--- src/rtl/debug_bit_overlay.sv ---
`default_nettype none
// ============================================================================
// Module      : debug_bit_overlay
// Description : Draws CHANNELS debug words as a grid of coloured bit cells for
//               the vga colour input, with live/freeze snapshots, change
//               highlighting and an LED mirror of one channel.
// Revision    : 1.0 - initial release
// ============================================================================
module debug_bit_overlay #(
    parameter int CHANNELS    = 4,
    parameter int WIDTH       = 16,
    parameter int CELL_W_LOG2 = 4,
    parameter int CELL_H_LOG2 = 5,
    parameter int X_ORG       = 16,
    parameter int Y_ORG       = 16,
    parameter int LED_CH      = 0
) (
    input  logic                      clk,
    input  logic                      res,
    input  logic [15:0]               pix_x,
    input  logic [15:0]               pix_y,
    input  logic [CHANNELS*WIDTH-1:0] dbg_data,
    input  logic                      freeze,
    input  logic                      snap_req,
    output logic                      snap_ack,
    output logic [15:0]               col,
    output logic [9:0]                leds
);

    localparam int          c_bits  = CHANNELS * WIDTH;
    localparam int          c_idx_w = (c_bits > 1) ? $clog2(c_bits) : 1;
    localparam logic [15:0] c_x_org = 16'(X_ORG);
    localparam logic [15:0] c_y_org = 16'(Y_ORG);

    localparam logic [0:0]  c_st_idle  = 1'b0;
    localparam logic [0:0]  c_st_armed = 1'b1;

    logic [0:0]          r_state;
    logic                r_was_origin;
    logic [c_bits-1:0]   r_snap;
    logic [c_bits-1:0]   r_chg;
    logic                r_snap_ack;
    logic [15:0]         r_col;
    logic [9:0]          r_leds;

    logic                w_at_origin;
    logic                w_fs;
    logic                w_capture;
    logic [9:0]          w_led_word;
    logic [15:0]         w_dx;
    logic [15:0]         w_dy;
    logic [15:0]         w_cx;
    logic [15:0]         w_row;
    logic                w_in;
    logic                w_inside;
    logic                w_border;
    logic [c_idx_w-1:0]  w_sel;
    logic [11:0]         w_colour;

    // The origin pixel may be held for several clocks; only its first cycle is a frame start.
    assign w_at_origin = (pix_x == 16'd0) && (pix_y == 16'd0);
    assign w_fs        = w_at_origin && !r_was_origin;

    assign w_capture = w_fs && ((r_state == c_st_armed) ||
                                (r_state == c_st_idle && !freeze));

    generate
        if (WIDTH < 10) begin : g_led_narrow
            assign w_led_word = 10'(dbg_data[LED_CH*WIDTH +: WIDTH]);
        end else begin : g_led_wide
            assign w_led_word = dbg_data[LED_CH*WIDTH +: 10];
        end
    endgenerate

    // Pixels left of or above the origin wrap dx/dy, so w_in must gate the cell test.
    assign w_dx     = pix_x - c_x_org;
    assign w_dy     = pix_y - c_y_org;
    assign w_in     = (pix_x >= c_x_org) && (pix_y >= c_y_org);
    assign w_cx     = w_dx >> CELL_W_LOG2;
    assign w_row    = w_dy >> CELL_H_LOG2;
    assign w_inside = w_in && ({16'd0, w_cx} < 32'(WIDTH)) &&
                      ({16'd0, w_row} < 32'(CHANNELS));
    assign w_border = w_inside && ((w_dx[CELL_W_LOG2-1:0] == '0) ||
                                   (w_dy[CELL_H_LOG2-1:0] == '0));

    assign w_sel = w_inside
                 ? c_idx_w'(({16'd0, w_row} * 32'(WIDTH)) + 32'(WIDTH - 1) - {16'd0, w_cx})
                 : '0;

    always_comb begin
        w_colour = {pix_x[3:0], 8'h00};
        if (w_inside) begin
            if (w_border) begin
                w_colour = 12'h000;
            end else if (r_chg[w_sel]) begin
                w_colour = 12'hFF0;
            end else if (r_snap[w_sel]) begin
                w_colour = 12'h0F0;
            end else begin
                w_colour = 12'h300;
            end
        end
    end

    always_ff @(posedge clk or negedge res) begin
        if (!res) begin
            r_state      <= c_st_idle;
            r_was_origin <= 1'b0;
            r_snap       <= '0;
            r_chg        <= '0;
            r_snap_ack   <= 1'b0;
            r_col        <= '0;
            r_leds       <= '0;
        end else begin
            r_was_origin <= w_at_origin;
            r_snap_ack   <= w_capture;
            r_col        <= {4'h0, w_colour};

            case (r_state)
                c_st_idle: begin
                    // An arm request coinciding with fs defers the capture to the next frame.
                    if (freeze && snap_req) begin
                        r_state <= c_st_armed;
                    end
                end
                c_st_armed: begin
                    if (w_fs) begin
                        r_state <= c_st_idle;
                    end
                end
                default: r_state <= c_st_idle;
            endcase

            if (w_capture) begin
                r_snap <= dbg_data;
                r_chg  <= r_snap ^ dbg_data;
                r_leds <= w_led_word;
            end
        end
    end

    assign snap_ack = r_snap_ack;
    assign col      = r_col;
    assign leds     = r_leds;

endmodule
`default_nettype wire
--- config.mk ---
export PLATFORM = sky130hd
export DESIGN_NAME = debug_bit_overlay
export DESIGN_NICKNAME = d
export VERILOG_FILES = /design/src/rtl/debug_bit_overlay.sv
export SDC_FILE = /design/constraint.sdc
export NUM_CORES = 1
export LEC_CHECK = 0
export ABC_AREA = 1
export BUFFER_PORTS_ARGS = -buffer_cell sky130_fd_sc_hd__buf_2
export CORE_MARGIN = 2
export CORE_UTILIZATION = 64
export CTS_BUF_LIST = sky130_fd_sc_hd__clkbuf_8
export DETAILED_ROUTE_END_ITERATION = 8
export GPL_TIMING_DRIVEN = 1
export PLACE_DENSITY = 0.87
export SYNTH_ARGS = -nofsm -noshare
export SYNTH_HDL_FRONTEND = slang
export SYNTH_SLANG_ARGS = --single-unit
export TNS_END_PERCENT = 1
--- constraint.sdc ---
create_clock -name clk -period 2.6 [get_ports clk]
set_input_delay 0.13 -clock clk [delete_from_list [all_inputs] [get_ports clk]]
set_output_delay 0.13 -clock clk [all_outputs]
set_load 0.1 [all_outputs]
==> impl_metrics.json, run 1 <==
{
  "maxSlewViolCount": 0,
  "yosysWarnings": 0,
  "start_kind": "primary input",
  "setup_violations": 0,
  "swShare": 0.284,
  "layout.cells.non_filler": 1487,
  "fin_ws_ns": 0.0228,
  "drt-total-wl_mm": 25.5,
  "min_path_type": "primary input to flip-flop",
  "grt_setup_unrepaired": "yes",
  "path_cells": "dlygate4sd3_1, buf_2, inv_1, nand2_1, nor2_2, nand2_1, nand3_1, nand2_1, nor2_1, nand2_1, nor2_4, buf_4, buf_12, nand4_1, nand3_1, nand3_1, nand3_1, nand3_1, nand3b_1, nand3_2, o21ai_1",
  "cts_sinks": 136,
  "wl_met3_mm": 2.58,
  "cts_buffer_depth": 2,
  "fin_setup_tns_ns": 0,
  "crit_path_end_kind": "flip-flop",
  "slew_headroom": 0.529,
  "fin_crit_sh": 0.991,
  "cts.clk_slew.worst_paths_ns": 0.08,
  "grt_pass1_wl_mm": 41.6,
  "antenna_found_initial": 0,
  "num_vias": 8615,
  "met2_length_mm": 12.2,
  "place_ws_ns": -0.0843,
  "drt_first_pass_iters": 6,
  "register_area_um2": 3400,
  "antenna_cells": 0,
  "place_congestion": 0.987,
  "rows": 41,
  "fin_nets": 1407,
  "port_buffers": 118,
  "ys_seq_elements": 136,
  "post_drt_wl_per_cell_um": 17.2,
  "cts-root-buf": "clkbuf_8",
  "die_y_um": 118,
  "yosysUniqueCellTypes": 39,
  "cts_setup_buffers": 0,
  "numPlacedInstances": 1384,
  "power_frac_comb": 0.123,
  "synth_edf_count": 0,
  "cellInternalPower_mw": 3.12,
  "coreArea_um2": 12700,
  "cp.required_ns": 3.00,
  "clockPowerShare": 0.388,
  "synth_flop_cell": "dfrtp_1",
  "die_area_um2": 13900,
  "route.detailed.drc": 0,
  "crit_slowest_cell": "dlygate4sd3_1",
  "grt_usage": 0.376,
  "nFillCells": 839,
  "yosysSeqAreaShare": 0.409,
  "grt_overflow": 0,
  "fmax_ghz": 0.388,
  "critPathArrivalTime_ns": 2.97,
  "synthCells": 1113,
  "cap_viol_max_count": 0,
  "irDropWorstVdd_mv": 0.405,
  "critPathMaxFanout": 11,
  "clock_latency_ns": 0.47,
  "worst_clock_skew_ns": 0.0141,
  "viasPerCell": 5.79,
  "ios": 127,
  "worst-setup-path-type": "primary input to flip-flop",
  "wl_met1_mm": 9.91,
  "cp.buffers_inverters": 5,
  "critPathMaxStageDelay_ns": 0.54,
  "highest_layer": "met4",
  "grt_pass1_vias": 8350,
  "grt_max_degree": 142,
  "syn-cell-area_um2": 8310,
  "status": "finished clean",
  "async_flop_share": 1.00,
  "drive_gt1_frac": 0.181,
  "power_mw": 4.35,
  "finalHoldViolations": 0,
  "drt-initial-drc-count": 1079,
  "tritoncts": "built",
  "die_w_um": 118,
  "cts_made_buffers": 17,
  "seqPwrFrac": 0.488,
  "total_leakage_power_nw": 5.03,
  "synthToLayoutAreaGrowth_pct": 24.1,
  "syn_avg_cell_area_um2": 7.47,
  "p_per_area_nw_per_um2": 422,
  "crit_family": "simple AND/OR/NAND/NOR gates",
  "drtAntennaViolNets": 0,
  "p_sw_mw": 1.23,
  "path_common_cell": "nand3_1",
  "multi_input_area_um2": 4100,
  "hpwl_mm": 16.4,
  "fin_crit_ns": 2.58,
  "worstMarginPinSlew_ns": 0.706,
  "htreeDepth": 4,
  "initial_core_util": 0.656
}
worst min-delay path: cells and delay by family:
kind / cells / cell delay (ns)
buf+inv: 1 / 0.09
simple gates: 3 / 0.27
power groups by stage:
stage | Combinational, mW | Clock, mW | Sequential [mW]
after detailed placement | 0.441 | 0 | 2.17
after floorplan | 0.218 | 0 | 2.19
after global routing | 0.583 | 1.78 | 2.13
final | 0.537 | 1.69 | 2.12
after global placement | 0.439 | 0 | 2.17
after CTS | 0.525 | 1.68 | 2.12
stage by stage:
step | cell area, um^2 | hold slack, ns | utilization
4_1_cts | 10300 | 0.0641 | 0.814
2_1_floorplan | 8340 | -0.166 | -
5_1_grt | 10300 | 0.100 | 0.814
6_report | 10300 | 0.0760 | 0.814
3_5_place_dp | 9230 | 0.141 | 0.728
3_3_place_gp | 9230 | 0.142 | 0.728
cell families after synthesis:
family,count (synthesis),synth area share
AO/OA/AOI/OAI,131,0.0808
buffers and inverters,188,0.104
other,1,0.000451
XOR/XNOR,67,0.0706
flip-flops,136,0.409
adder cells (fa/ha/maj),5,0.00753
AND/OR/NAND/NOR,585,0.328
placed cells by master (no fill, tap or decap), types with 5 or more instances in the layout:
cell,instances
buf_12,10
nand4_1,46
ha_1,5
dlygate4sd3_1,71
clkbuf_8,18
dfrtp_1,136
nand3_1,127
conb_1,8
nor2_1,47
buf_4,37
o21ai_0,116
nand2_1,321
nor2_2,6
buf_2,117
inv_1,109
xnor2_1,65
nor2_4,8
o21ai_1,9
registers in the layout, indices dropped and copies added, names as in the netlist:
| name | count |
|---|---|
| r_state | 1 |
| r_was_origin | 1 |
| r_snap | 64 |
| snap_ack | 1 |
| col | 5 |
| r_chg | 64 |
layer usage:
layer	global-route usage	vias up
li1	-	3948
met2	0.613	585
met5	0	-
met1	0.484	3993
met3	0.0853	89
met4	0.158	0
worst paths after layout:
| kind | cells past startpoint | from | end | slack, ns |
|---|---|---|---|---|
| max | 21 | pix_x[1] | col[11]$_DFF_PN0_ | 0.02 |
| min | 4 | pix_y[13] | r_was_origin$_DFF_PN0_ | 0.08 |
| max reg2reg | 11 | r_snap[34]$_DFFE_PN0P_ | col[7]$_DFF_PN0_ | 1.05 |
| min reg2reg | 2 | r_chg[15]$_DFFE_PN0P_ | r_chg[15]$_DFFE_PN0P_ | 0.49 |
| max in group asynchronous | 3 | res | r_chg[62]$_DFFE_PN0P_ | 1.66 |
| min in group asynchronous | 2 | res | r_snap[10]$_DFFE_PN0P_ | 0.20 |
repair_timing:
item	in CTS	in global routing
endpoints found under the hold margin	175	0
resized for setup	0	2
endpoints found under the setup margin	0	5
hold buffers	71	0
area by class of cell:
cell class                 instances  share of cell area
timing repair buffer             237               0.174
clock inverter                    14              0.0119
tap                              172              0.0209
sequential                       136               0.330
clock buffer                      18              0.0240
multi-input combinational        796               0.398
inverter                         114              0.0416
Yosys cell counts (4+ instances only):
| library cell | instances | share of area |
|---|---|---|
| nand2_1 | 321 | 0.14 |
| dfrtp_1 | 136 | 0.41 |
| nand3_1 | 127 | 0.076 |
| o21ai_0 | 116 | 0.070 |
| inv_1 | 108 | 0.049 |
| xnor2_1 | 65 | 0.068 |
| nor2_1 | 49 | 0.022 |
| nand4_1 | 46 | 0.035 |
| buf_4 | 29 | 0.026 |
| clkbuf_1 | 28 | 0.013 |
| buf_2 | 13 | 0.0078 |
| o21ai_1 | 9 | 0.0054 |
| nor2_4 | 7 | 0.0095 |
| ha_1 | 5 | 0.0075 |
| nor2_2 | 5 | 0.0038 |
| buf_6 | 4 | 0.0054 |
| nand2_2 | 4 | 0.0030 |
(Power assumes the default switching activity.)
==> inputs of run 2 (changes only) <==
==> constraint.sdc (replaced) <==
create_clock -name clk -period 2.6 [get_ports clk]
set_input_delay 0.26 -clock clk [delete_from_list [all_inputs] [get_ports clk]]
set_output_delay 0.26 -clock clk [all_outputs]
set_load 0.1 [all_outputs]
==> run 2 against run 1 <==
Clock power grew 6%. Cell count shrank 2.8%. First-iteration DRC count shrank 14%. Die area is the same. Hold slack lost 0.051 ns. Critical path depth grew 1. Critical endpoint unchanged. Highest routed layer unchanged.
==> impl_metrics.json, run 2 (same netlist as run 1, synthesis figures left out) <==
{
  "drt-initial-drc-count": 927,
  "total_leakage_power_nw": 4.89,
  "fin_crit_sh": 0.971,
  "viasPerCell": 5.65,
  "slew_headroom": 0.526,
  "rows": 41,
  "drive_gt1_frac": 0.217,
  "die_y_um": 118,
  "cp.required_ns": 2.93,
  "cts_made_buffers": 17,
  "cts_sinks": 136,
  "p_per_area_nw_per_um2": 444,
  "irDropWorstVdd_mv": 0.424,
  "htreeDepth": 4,
  "critPathMaxFanout": 6,
  "route.detailed.drc": 0,
  "cts_buffer_depth": 2,
  "drtAntennaViolNets": 0,
  "critPathArrivalTime_ns": 2.86,
  "cts-root-buf": "clkbuf_8",
  "initial_core_util": 0.656,
  "post_drt_wl_per_cell_um": 16.3,
  "drt_first_pass_iters": 6,
  "ios": 127,
  "clock_latency_ns": 0.45,
  "finalHoldViolations": 0,
  "fin_crit_ns": 2.52,
  "final_common_cell": "nand2_1",
  "worst_clock_skew_ns": 0.00995,
  "port_buffers": 118,
  "antenna_found_initial": 0,
  "grt_overflow": 0,
  "place_ws_ns": -0.344,
  "tritoncts": "built",
  "cap_viol_max_count": 0,
  "die_area_um2": 13900,
  "layout_common_cells": "nand2_1 (319), dfrtp_1 (136), nand3_1 (123)",
  "dpl-instance-area_um2": 9400,
  "hpwl_mm": 16.7,
  "grt_max_degree": 142,
  "numPlacedInstances": 1409,
  "fin_ws_ns": 0.0754,
  "drt-total-wl_mm": 23.5,
  "grt_pass1_vias": 8021,
  "cts.clk_slew.worst_paths_ns": 0.08,
  "status": "finished clean",
  "place_congestion": 0.984,
  "coreArea_um2": 12700,
  "crit_path_end_kind": "flip-flop",
  "grt_usage": 0.350,
  "fin_nets": 1366,
  "grt_pass1_wl_mm": 39.0,
  "synthToLayoutAreaGrowth_pct": 19.2,
  "num_vias": 8164,
  "fin_setup_tns_ns": 0,
  "min_path_type": "primary input to flip-flop",
  "nFillCells": 915,
  "layout.cells.non_filler": 1445,
  "worst-setup-path-type": "primary input to flip-flop",
  "fin_area_um2": 9910,
  "setup_violations": 0,
  "start_kind": "primary input",
  "die_w_um": 118,
  "maxSlewViolCount": 0,
  "antenna_cells": 0,
  "worstMarginPinSlew_ns": 0.711,
  "fmax_ghz": 0.396
}
==> run 2: cell count changes in the layout (fill, tap and decap cells not counted), sizes merged <==
cell	delta
dlygate4sd3	-70
buf	+29
clkinvlp	-2
inv	+2
bufinv	+1
clkbuf	-1
clkinv	-1
==> run 2: power breakdown <==
group	internal [mW]	switching (mW)
Clock	0.874	0.914
Combinational	0.174	0.315
Sequential	2.12	0.00530
==> run 2: area by class of cell <==
cell class | instances | area, um^2 | area share
Clock buffer | 17 | 234 | 0.0236
Clock inverter | 14 | 164 | 0.0165
Inverter | 114 | 432 | 0.0436
Multi-Input combinational cell | 796 | 4160 | 0.420
Sequential cell | 136 | 3400 | 0.343
Tap cell | 172 | 215 | 0.0217
Timing Repair Buffer | 196 | 1310 | 0.132
==> run 2: layer usage <==
metal,track usage,vias to the layer above,wire [um],share of wire
met2,0.560,440,11100,0.47
li1,-,3865,-,-
met4,0.136,0,677,0.029
met1,0.465,3788,9750,0.42
met5,0,-,0,0
met3,0.0780,71,2000,0.085
==> run 2: final timing paths <==
check | cells after the start | endpoint | start | slack (ns)
worst min register to register | 2 | r_chg[35]$_DFFE_PN0P_ | r_chg[35]$_DFFE_PN0P_ | 0.49
max in group asynchronous | 3 | r_snap[47]$_DFFE_PN0P_ | res | 1.57
worst min-delay path | 3 | r_snap[22]$_DFFE_PN0P_ | dbg_data[22] | 0.02
min in group asynchronous | 2 | r_chg[11]$_DFFE_PN0P_ | res | 0.35
worst max register to register | 9 | col[7]$_DFF_PN0_ | r_snap[2]$_DFFE_PN0P_ | 1.02
worst max-delay path | 22 | col[11]$_DFF_PN0_ | pix_x[4] | 0.08
==> run 2: per-stage QoR <==
step | total power, mW | util | hold slack, ns
after detailed placement | 2.64 | 0.742 | 0.296
after CTS | 4.41 | 0.774 | 0.00240
after global placement | 2.63 | 0.742 | 0.299
after global routing | 4.55 | 0.782 | 0.0259
after floorplan | 2.41 | - | -0.0356
final | 4.40 | 0.782 | 0.0246
==> run 2: what timing repair did <==
action	CTS	global route
hold buffers	1	0
setup endpoints to repair	0	5
setup buffers	0	4
hold endpoints to repair	66	0
gates resized for setup	0	18
==> run 2: worst max-delay path, stage by stage <==
cell and delay, ns:
buf_2 0.09, buf_4 0.11, ha_1 0.14, inv_1 0.04
nor3_1 0.20, nand2_1 0.09, nand3_1 0.10, nand2_1 0.06
nor2_1 0.15, nand2_1 0.11, nor2_4 0.17, buf_6 0.14
nand2_8 0.08, nor2_4 0.18, buf_6 0.16, nand3_1 0.08
nand3_1 0.10, nand3_2 0.11, nand3_1 0.10, nand3b_1 0.12
nand3_2 0.15, o21ai_1 0.09
==> inputs of run 3 (changes only) <==
--- a/config.mk
+++ b/config.mk
@@ -6,14 +6,15 @@
 export NUM_CORES = 1
 export LEC_CHECK = 0
 export ABC_AREA = 1
+export ABC_CLOCK_PERIOD_IN_PS = 2600
 export BUFFER_PORTS_ARGS = -buffer_cell sky130_fd_sc_hd__buf_2
 export CORE_MARGIN = 2
-export CORE_UTILIZATION = 64
+export CORE_UTILIZATION = 25
 export CTS_BUF_LIST = sky130_fd_sc_hd__clkbuf_8
 export DETAILED_ROUTE_END_ITERATION = 8
 export GPL_TIMING_DRIVEN = 1
-export PLACE_DENSITY = 0.87
+export PLACE_DENSITY = 0.41
 export SYNTH_ARGS = -nofsm -noshare
 export SYNTH_HDL_FRONTEND = slang
 export SYNTH_SLANG_ARGS = --single-unit
-export TNS_END_PERCENT = 1
+export TNS_END_PERCENT = 20
==> run 3 against run 2 <==
Global-route usage shrank 19 points. Largest cell class unchanged. Critical endpoint is now col[10]$_DFF_PN0_. Core utilization decreased by 46 points. Register-to-register slack gained 0.03 ns. Count of clock-buffer cells in the layout is the same. Flip-flop and latch count did not move. Combinational power grew 5.7%. Hold slack better by 0.0087 ns. Clock skew rose by 0.0078 ns. Sequential power barely moved. Setup slack gained 0.11 ns.
==> impl_metrics.json, run 3 (same netlist as run 1, synthesis figures left out) <==
{
  "status": "finished clean",
  "critPathMaxFanout": 9,
  "rows": 66,
  "cap_viol_max_count": 0,
  "grt_max_degree": 142,
  "antenna_cells": 0,
  "post_drt_wl_per_cell_um": 15.6,
  "cts-root-buf": "clkbuf_8",
  "fin_crit_sh": 0.929,
  "path_cells": "buf_2, inv_1, ha_1, nand2_1, clkinv_1, nand2_1, nand2_1, nand2_1, nor2_2, nand3_2, nor2_8, nand3_4, clkbuf_16, nand2_1, nand3_1, nand2_1, nand2_1, nand3_1, nand3_2, nand3b_1, nand3_2, o21ai_1",
  "fin_crit_ns": 2.41,
  "grt_pass1_wl_mm": 43.1,
  "finalHoldViolations": 0,
  "cp.required_ns": 2.98,
  "swShare": 0.271,
  "total_leakage_power_nw": 5.10,
  "layout_common_cells": "nand2_1 (321), dfrtp_1 (136), nand3_1 (123)",
  "drt-total-wl_mm": 27.3,
  "clock_latency_ns": 0.46,
  "crit_path_end_kind": "flip-flop",
  "hpwl_mm": 20.2,
  "cp.buffers_inverters": 4,
  "critPathArrivalTime_ns": 2.79,
  "cts_buffer_depth": 2,
  "viasPerCell": 4.43,
  "worst_clock_skew_ns": 0.0177,
  "place_ws_ns": -0.375,
  "fin_ws_ns": 0.186,
  "port_buffers": 118,
  "die_w_um": 186,
  "crit_family": "simple AND/OR/NAND/NOR gates",
  "final_common_cell": "nand2_1",
  "fin_nets": 1398,
  "power_mw": 4.61,
  "initial_core_util": 0.255,
  "drt-initial-drc-count": 506,
  "tritoncts": "built",
  "worst-setup-path-type": "primary input to flip-flop",
  "coreArea_um2": 32600,
  "antenna_found_initial": 0,
  "crit_slowest_cell": "clkbuf_16",
  "synthToLayoutAreaGrowth_pct": 27.0,
  "seqPwrFrac": 0.461,
  "drtAntennaViolNets": 0,
  "route.detailed.drc": 0,
  "maxSlewViolCount": 0,
  "p_per_area_nw_per_um2": 436,
  "slew_headroom": 0.472,
  "start_kind": "primary input",
  "power_frac_comb": 0.112,
  "ios": 127,
  "cts_made_buffers": 17,
  "min_path_type": "primary input to flip-flop",
  "grt_usage": 0.159,
  "cts_sinks": 136,
  "place_congestion": 0.829,
  "path_common_cell": "nand2_1",
  "worstMarginPinSlew_ns": 0.792,
  "drive_gt1_frac": 0.237,
  "critPathMaxStageDelay_ns": 0.25,
  "die_y_um": 186,
  "clockPowerShare": 0.427,
  "irDropWorstVdd_mv": 0.306,
  "p_sw_mw": 1.25,
  "nFillCells": 3561,
  "grt_pass1_vias": 7596,
  "cellInternalPower_mw": 3.36,
  "fmax_ghz": 0.414,
  "die_area_um2": 34700,
  "drt_first_pass_iters": 5,
  "cts.clk_slew.worst_paths_ns": 0.09,
  "setup_violations": 0,
  "htreeDepth": 4,
  "num_vias": 7751,
  "grt_overflow": 0
}
run 3: changes by cell type in the layout (fill, tap and decap cells not counted), moves of 3 or more:
cell,delta
inv_6,-4
buf_4,+29
nor2_2,+5
nor2_1,-4
clkinv_4,+3
run 3: power by group through the flow:
stage / logic [mW] / registers (mW) / clock network, mW
after floorplan: 0.218 / 2.19 / 0
after global placement: 0.516 / 2.16 / 0
after detailed placement: 0.509 / 2.17 / 0
after CTS: 0.516 / 2.12 / 2.04
after global routing: 0.569 / 2.12 / 2.12
final: 0.517 / 2.12 / 1.96
run 3: timing repair:
action	4_1_cts	5_1_grt
hold buffers	3	0
endpoints found under the hold margin	57	0
setup buffers	0	6
resized for setup	0	18
endpoints found under the setup margin	0	5
run 3: path summary, 6_finish.rpt:
kind	slack, ns	end	from	cells past startpoint
min in group asynchronous	0.35	r_snap[53]$_DFFE_PN0P_	res	2
worst min register to register	0.49	r_chg[10]$_DFFE_PN0P_	r_chg[10]$_DFFE_PN0P_	2
worst max-delay path	0.19	col[10]$_DFF_PN0_	pix_y[4]	22
max in group asynchronous	1.57	col[9]$_DFF_PN0_	res	3
worst max register to register	1.05	col[7]$_DFF_PN0_	r_snap[53]$_DFFE_PN0P_	10
worst min-delay path	0.03	r_snap[0]$_DFFE_PN0P_	dbg_data[0]	3
run 3: worst reg2reg max path: stages, from the launching register on:
cell     delay, ns
dfrtp_1       0.39
inv_1         0.13
nand4_1       0.18
nand3_1       0.15
nand3_1       0.11
nand3_2       0.11
nand3_1       0.10
nand3_1       0.13
nand2_1       0.06
nand2_1       0.06
nand2_1       0.04
run 3: final cells by class:
cell class | instances | area [um^2] | share of cell area
Multi-Input combinational cell | 796 | 4160 | 0.394
Sequential cell | 136 | 3400 | 0.322
Timing Repair Buffer | 228 | 1570 | 0.149
Tap cell | 442 | 553 | 0.0524
Inverter | 114 | 430 | 0.0408
Clock buffer | 17 | 234 | 0.0222
Clock inverter | 15 | 204 | 0.0193
run 3: per-layer routing:
layer | vias up | global-route usage | routed length [um]
li1 | 3920 | - | -
met4 | 0 | 0.0468 | 489
met3 | 36 | 0.0280 | 1260
met1 | 3588 | 0.227 | 13600
met5 | - | 0 | 0
met2 | 207 | 0.244 | 12000
run 3: metrics by stage:
| step | util | hold slack, ns | cells | TNS, ns | area (um^2) |
|---|---|---|---|---|---|
| 6_report | 0.324 | 0.0333 | 1748 | 0 | 10600 |
| 5_1_grt | 0.324 | 0.0120 | 1748 | -0.0487 | 10600 |
| 4_1_cts | 0.319 | 0.000498 | 1740 | 0 | 10400 |
| 3_5_place_dp | 0.304 | 0.289 | 1705 | -1.80 | 9920 |
| 3_3_place_gp | 0.304 | 0.296 | 1705 | -2.01 | 9920 |
| 2_1_floorplan | - | -0.0356 | 1120 | 0 | 8340 |
